`config.mk`:
```
export PLATFORM = sky130hd
export DESIGN_NAME = fanout_group_sched_flat
export DESIGN_NICKNAME = d
export VERILOG_FILES = /design/src/rtl/fanout_group_sched_if.sv /design/src/rtl/fanout_group_sched.sv /design/src/flat_wrapper.sv
export SDC_FILE = /design/constraint.sdc
export NUM_CORES = 1
export LEC_CHECK = 0
export BUFFER_PORTS_ARGS = -buffer_cell sky130_fd_sc_hd__buf_2
export CAP_MARGIN = 20
export CORE_UTILIZATION = 51
export CTS_CLUSTER_SIZE = 20
export DETAILED_ROUTE_END_ITERATION = 6
export PLACE_DENSITY = 0.76
export SYNTH_ARGS = -nofsm -noshare
export SYNTH_HDL_FRONTEND = slang
export SYNTH_SLANG_ARGS = --single-unit
```
`constraint.sdc`:
```
create_clock -name clk -period 2.7 [get_ports clk]
set_input_delay 0 -clock clk [delete_from_list [all_inputs] [get_ports clk]]
set_output_delay 0 -clock clk [all_outputs]
set_load 0.05 [all_outputs]
```
`src/rtl/fanout_group_sched_if.sv`:
```
// rtl/fanout_group_sched_if.sv - source handshake and load bus of the fanout scheduler
interface fanout_group_sched_if #(
    parameter int NUM_LOADS = 8,
    parameter int DW        = 4,
    parameter int GW        = 1
) ();
    logic                 in_valid;
    logic                 in_ready;
    logic [DW-1:0]        in_data;
    logic [NUM_LOADS-1:0] load_en;
    logic [DW-1:0]        load_data;
    logic [NUM_LOADS-1:0] load_ack;
    logic                 busy;
    logic                 done;
    logic [NUM_LOADS-1:0] miss_mask;
    logic [GW-1:0]        grp_idx;

    modport master (
        output in_valid, in_data, load_ack,
        input  in_ready, load_en, load_data, busy, done, miss_mask, grp_idx
    );

    modport slave (
        input  in_valid, in_data, load_ack,
        output in_ready, load_en, load_data, busy, done, miss_mask, grp_idx
    );
endinterface

```
`src/rtl/fanout_group_sched.sv`:
```
// rtl/fanout_group_sched.sv - broadcasts one word to NUM_LOADS loads, GROUP loads at a time
module fanout_group_sched #(
    parameter int NUM_LOADS = 8,
    parameter int GROUP     = 4,
    parameter int DW        = 4,
    parameter int TIMEOUT   = 15
) (
    input  logic                  clk,
    input  logic                  rst,
    fanout_group_sched_if.slave   bus
);
    localparam int NGRP = (NUM_LOADS + GROUP - 1) / GROUP;
    localparam int GW   = (NGRP > 1) ? $clog2(NGRP) : 1;
    localparam logic [7:0] CNT_LAST = 8'(TIMEOUT - 1);

    typedef enum logic [1:0] {S_IDLE, S_GRP, S_DONE} state_t;

    state_t               state_q, state_d;
    logic [DW-1:0]        load_data_q, load_data_d;
    logic [NUM_LOADS-1:0] load_en_q, load_en_d;
    logic [NUM_LOADS-1:0] ack_seen_q, ack_seen_d;
    logic [NUM_LOADS-1:0] miss_mask_q, miss_mask_d;
    logic [GW-1:0]        grp_idx_q, grp_idx_d;
    logic [7:0]           cnt_q, cnt_d;
    logic                 busy_q, busy_d;
    logic                 done_q, done_d;

    logic [NUM_LOADS-1:0] ack_all;
    logic                 grp_complete;
    logic                 grp_timeout;
    logic                 last_grp;

    // Loads of group g; the last group is naturally clipped at NUM_LOADS.
    function automatic logic [NUM_LOADS-1:0] grp_mask(input logic [GW-1:0] g);
        logic [NUM_LOADS-1:0] m;
        for (int i = 0; i < NUM_LOADS; i++) begin
            m[i] = ((i / GROUP) == int'(g));
        end
        return m;
    endfunction

    always_comb begin
        ack_all      = ack_seen_q | (bus.load_ack & load_en_q);
        grp_complete = (ack_all == load_en_q);
        grp_timeout  = (cnt_q == CNT_LAST) && !grp_complete;
        last_grp     = (grp_idx_q == GW'(NGRP - 1));

        state_d     = state_q;
        load_data_d = load_data_q;
        load_en_d   = load_en_q;
        ack_seen_d  = ack_seen_q;
        miss_mask_d = miss_mask_q;
        grp_idx_d   = grp_idx_q;
        cnt_d       = cnt_q;
        busy_d      = busy_q;
        done_d      = 1'b0;

        case (state_q)
            S_IDLE: begin
                busy_d    = 1'b0;
                load_en_d = '0;
                if (bus.in_valid) begin
                    load_data_d = bus.in_data;
                    miss_mask_d = '0;
                    ack_seen_d  = '0;
                    grp_idx_d   = '0;
                    cnt_d       = '0;
                    load_en_d   = grp_mask('0);
                    busy_d      = 1'b1;
                    state_d     = S_GRP;
                end
            end
            S_GRP: begin
                if (grp_complete || grp_timeout) begin
                    // Completion wins over timeout, so misses only accrue on a real timeout.
                    if (grp_timeout) begin
                        miss_mask_d = miss_mask_q | (load_en_q & ~ack_all);
                    end
                    ack_seen_d = '0;
                    cnt_d      = '0;
                    if (last_grp) begin
                        load_en_d = '0;
                        done_d    = 1'b1;
                        state_d   = S_DONE;
                    end else begin
                        grp_idx_d = grp_idx_q + 1'b1;
                        load_en_d = grp_mask(grp_idx_q + 1'b1);
                    end
                end else begin
                    ack_seen_d = ack_all;
                    cnt_d      = (cnt_q == 8'hFF) ? cnt_q : cnt_q + 8'd1;
                end
            end
            S_DONE: begin
                busy_d  = 1'b0;
                state_d = S_IDLE;
            end
            default: begin
                state_d = S_IDLE;
            end
        endcase
    end

    always_ff @(posedge clk) begin
        if (rst) begin
            state_q     <= S_IDLE;
            load_data_q <= '0;
            load_en_q   <= '0;
            ack_seen_q  <= '0;
            miss_mask_q <= '0;
            grp_idx_q   <= '0;
            cnt_q       <= '0;
            busy_q      <= 1'b0;
            done_q      <= 1'b0;
        end else begin
            state_q     <= state_d;
            load_data_q <= load_data_d;
            load_en_q   <= load_en_d;
            ack_seen_q  <= ack_seen_d;
            miss_mask_q <= miss_mask_d;
            grp_idx_q   <= grp_idx_d;
            cnt_q       <= cnt_d;
            busy_q      <= busy_d;
            done_q      <= done_d;
        end
    end

    assign bus.in_ready  = (state_q == S_IDLE) && !rst;
    assign bus.load_en   = load_en_q;
    assign bus.load_data = load_data_q;
    assign bus.busy      = busy_q;
    assign bus.done      = done_q;
    assign bus.miss_mask = miss_mask_q;
    assign bus.grp_idx   = grp_idx_q;
endmodule

```
`src/flat_wrapper.sv`:
```
// flat-port wrapper written by rule: the top's interface ports become plain ports
module fanout_group_sched_flat 
#(
    parameter int NUM_LOADS = 8,
    parameter int GROUP     = 4,
    parameter int DW        = 4,
    parameter int TIMEOUT   = 15
)
  (clk, rst, bus_in_valid, bus_in_data, bus_load_ack, bus_in_ready, bus_load_en, bus_load_data, bus_busy, bus_done, bus_miss_mask, bus_grp_idx);
  fanout_group_sched_if #(.NUM_LOADS(NUM_LOADS), .DW(DW), .GW(1)) bus_i ();
  input  logic clk;
  input  logic rst;
  input wire logic [$bits(bus_i.in_valid)-1:0] bus_in_valid;
  input wire logic [$bits(bus_i.in_data)-1:0] bus_in_data;
  input wire logic [$bits(bus_i.load_ack)-1:0] bus_load_ack;
  output wire logic [$bits(bus_i.in_ready)-1:0] bus_in_ready;
  output wire logic [$bits(bus_i.load_en)-1:0] bus_load_en;
  output wire logic [$bits(bus_i.load_data)-1:0] bus_load_data;
  output wire logic [$bits(bus_i.busy)-1:0] bus_busy;
  output wire logic [$bits(bus_i.done)-1:0] bus_done;
  output wire logic [$bits(bus_i.miss_mask)-1:0] bus_miss_mask;
  output wire logic [$bits(bus_i.grp_idx)-1:0] bus_grp_idx;
  assign bus_i.in_valid = bus_in_valid;
  assign bus_i.in_data = bus_in_data;
  assign bus_i.load_ack = bus_load_ack;
  assign bus_in_ready = bus_i.in_ready;
  assign bus_load_en = bus_i.load_en;
  assign bus_load_data = bus_i.load_data;
  assign bus_busy = bus_i.busy;
  assign bus_done = bus_i.done;
  assign bus_miss_mask = bus_i.miss_mask;
  assign bus_grp_idx = bus_i.grp_idx;
  fanout_group_sched #(.NUM_LOADS(NUM_LOADS), .GROUP(GROUP), .DW(DW), .TIMEOUT(TIMEOUT)) u_core (.clk(clk), .rst(rst), .bus(bus_i));
endmodule
```
==> flow_summary.ini <==
[sta]
setup_viol = 0
finalSetupTns_ns = 0
maxSlewViolCount = 0
max-slew-margin-rel_pct = 59.3
rsz0062_at_grt = no
finalHoldViolCount = 0
worst_pin_slew_ns = 0.609
fmax_mhz = 420
timing.final.crit_share_pct = 88.3
fin_skew_ns = 0.0136
fin_crit_ns = 2.38

[die]
die_h_um = 59.5
dieArea_um2 = 3540
die_w_um = 59.5
io_pins = 39
start_util_pct = 54.3
num_rows = 20
coreArea_um2 = 3100

[pwr]
p_total_w = 0.00123
p_per_area_nw_per_um2 = 614
leakagePower_nw = 0.837
ir_worst_vdd_mv = 0.363

[worst_setup_path]
cp-end-kind = flop
r2r_cells = 8
path_class = flop to flop
worstSetupStartpointType = flop
critPathMaxFanout = 14
crit_arrival_ns = 2.65
r2r-end = u_core.ack_seen_q[6]$_SDFFE_PP0P_
reg2reg_from = u_core.bus.load_en[6]$_SDFFE_PP0P_
r2r_slack_ns = 0.32
required_ns = 2.97

[cts]
cts_inserted_buffers = 5
cts-root-buf = clkbuf_4
cts_max_level = 2
clock-sinks = 35
cts.repair.resized = 0
clk_path_buf_depth = 2
path_clk_slew_ns = 0.11
cts_tree = built
clock_latency_ns = 0.34

[synth]
synth_area_leaders = dfxtp_1 (42%), ha_1 (7.4%), a21oi_1 (6.5%)
synth_area_um2 = 1690
synth_most_common_cell = dfxtp_1
synth_edf_count = 0
synth_top_cell_area_share_pct = 41.6
synth_cells = 186
synth_warnings = 0
ys.flop_type = dfxtp_1
synth_top_cell_by_area = dfxtp_1
syn_avg_cell_area_um2 = 9.06
ys_seq_elements = 35
async_flop_share_pct = 0
synth.net_count = 211
synth_commonest_cells = dfxtp_1 (35), a21oi_1 (22), nor2_1 (17)
yosysSeqAreaShare_pct = 41.6
ys_types = 38

[run_status]
status = completed

[place]
port-buffer-count = 38
dp_hpwl_um = 2580
place_congestion = 0.905

[drt]
antenna_left = 0
wire_per_inst_um = 13.7
drt_first_iter_violations = 61
num_vias = 1505
dr.pass1.iters = 5
drc_errors = 0
wl_um = 3690
vias_per_cell = 5.59

[worst_hold_path]
hold_path_depth = 4
hold_path_end = u_core.ack_seen_q[3]$_SDFFE_PP0P_
hp-class = primary input to flop
min_from = bus_load_ack[3]

[final_layout]
drive_above_1_share_pct = 24.4
finish.net_count = 249
final_util_pct = 64.6
fillers = 276
area_growth_pct = 19.0
diodes = 0

[job]
cap_viol_max_count = 0

[global_route]
grt_pass1_vias = 1402
grt_overflow = 0
grt_max_degree = 30
grt_pass1_wl_um = 6190
grt_usage_pct = 23.6
antenna_found_initial = 0
-- per-layer routing --
metal  global-route usage, %  vias up  part of all wire, %
met5                       0        -                    0
met4                    9.52        0                  1.7
met3                    7.64        8                  5.3
met2                    39.8       62                   50
met1                    27.4      699                   43
li1                        -      736                    -
-- worst max-delay path: stages (launching register included) --
cell      delay (ns)
dfxtp_1         0.61
a21oi_1         0.18
ha_1            0.31
nand4_1         0.21
nor2_8          0.09
nor3_1          0.44
buf_4           0.26
nand2b_1        0.06
a21oi_1         0.15
-- per-stage QoR --
| stage | worst slack, ns | area, um2 | cells | hold WS, ns |
|---|---|---|---|---|
| 2_1_floorplan | 0.250 | 1690 | 186 | 0.147 |
| 3_3_place_gp | 0.402 | 1860 | 257 | 0.238 |
| 3_5_place_dp | 0.367 | 1860 | 257 | 0.248 |
| 4_1_cts | 0.331 | 2010 | 269 | 0.0816 |
| 5_1_grt | 0.0277 | 2010 | 269 | 0.0983 |
| 6_report | 0.317 | 2010 | 269 | 0.0767 |
-- power breakdown --
part	switching, W	internal, W
Clock	0.000177	0.000289
Sequential	0.0000161	0.000529
Combinational	0.000150	0.0000701
-- registers in the layout, indices dropped and copies added, names as in the netlist --
register / count
u_core.state_q: 2
u_core.bus.busy: 1
u_core.ack_seen_q: 8
u_core.bus.done: 1
u_core.bus.miss_mask: 8
u_core.bus.load_en: 2
u_core.cnt_q: 8
u_core.bus.load_data: 4
u_core.bus.grp_idx: 1
-- logic make-up (layout without fill, tap and decap cells) --
group,Yosys count,count (layout),share of synthesized area (%)
and+or+nand+nor,74,74,25.4
AOI/OAI and AO/OA,47,47,17.5
DFF,35,35,41.6
buffers and inverters,16,55,5.72
adders and majority gates,10,10,7.42
muxes,4,4,2.38
-- repair_timing --
item	4_1_cts	5_1_grt
setup endpoints to repair	0	0
hold buffers	4	0
buffers inserted	0	0
hold endpoints to repair	4	0
-- how the worst max path moves through the flow --
stage | start | cells after the start | slack [ns] | end
after floorplan | u_core.bus.load_en[3]$_SDFFE_PP0P_ | 7 | 0.25 | u_core.bus.load_en[6]$_SDFFE_PP0P_
after global placement | u_core.bus.load_en[3]$_SDFFE_PP0P_ | 7 | 0.40 | u_core.bus.load_en[6]$_SDFFE_PP0P_
after detailed placement | u_core.bus.load_en[3]$_SDFFE_PP0P_ | 7 | 0.37 | u_core.bus.load_en[6]$_SDFFE_PP0P_
after CTS | u_core.bus.load_en[3]$_SDFFE_PP0P_ | 7 | 0.33 | u_core.bus.load_en[6]$_SDFFE_PP0P_
after global routing | u_core.bus.load_en[3]$_SDFFE_PP0P_ | 7 | 0.03 | u_core.cnt_q[7]$_SDFFE_PP0P_
final | u_core.bus.load_en[6]$_SDFFE_PP0P_ | 8 | 0.32 | u_core.ack_seen_q[6]$_SDFFE_PP0P_
-- cell type report --
type	count	area [um2]	share of cell area [%]
Multi-Input combinational cell	135	888	44.3
Sequential cell	35	701	34.9
Timing Repair Buffer	45	253	12.6
Clock inverter	2	60.1	2.99
Tap cell	44	55.1	2.74
Clock buffer	6	41.3	2.06
Inverter	2	7.51	0.374
-- layout by cell type, fill, tap and decap left out, types with 4 or more instances in the layout --
cell,Yosys,routed
nand2_1,14,14
dlygate4sd3_1,0,4
o21ai_0,7,7
a21oi_1,22,22
ha_1,10,10
dfxtp_1,35,35
a22o_1,8,8
nor2_1,17,17
clkbuf_4,0,5
nand4_1,5,5
nand2b_1,12,12
mux2i_1,4,4
buf_2,2,38
nand3_1,5,5
nor3_1,5,5
(Power assumes the default switching activity.)
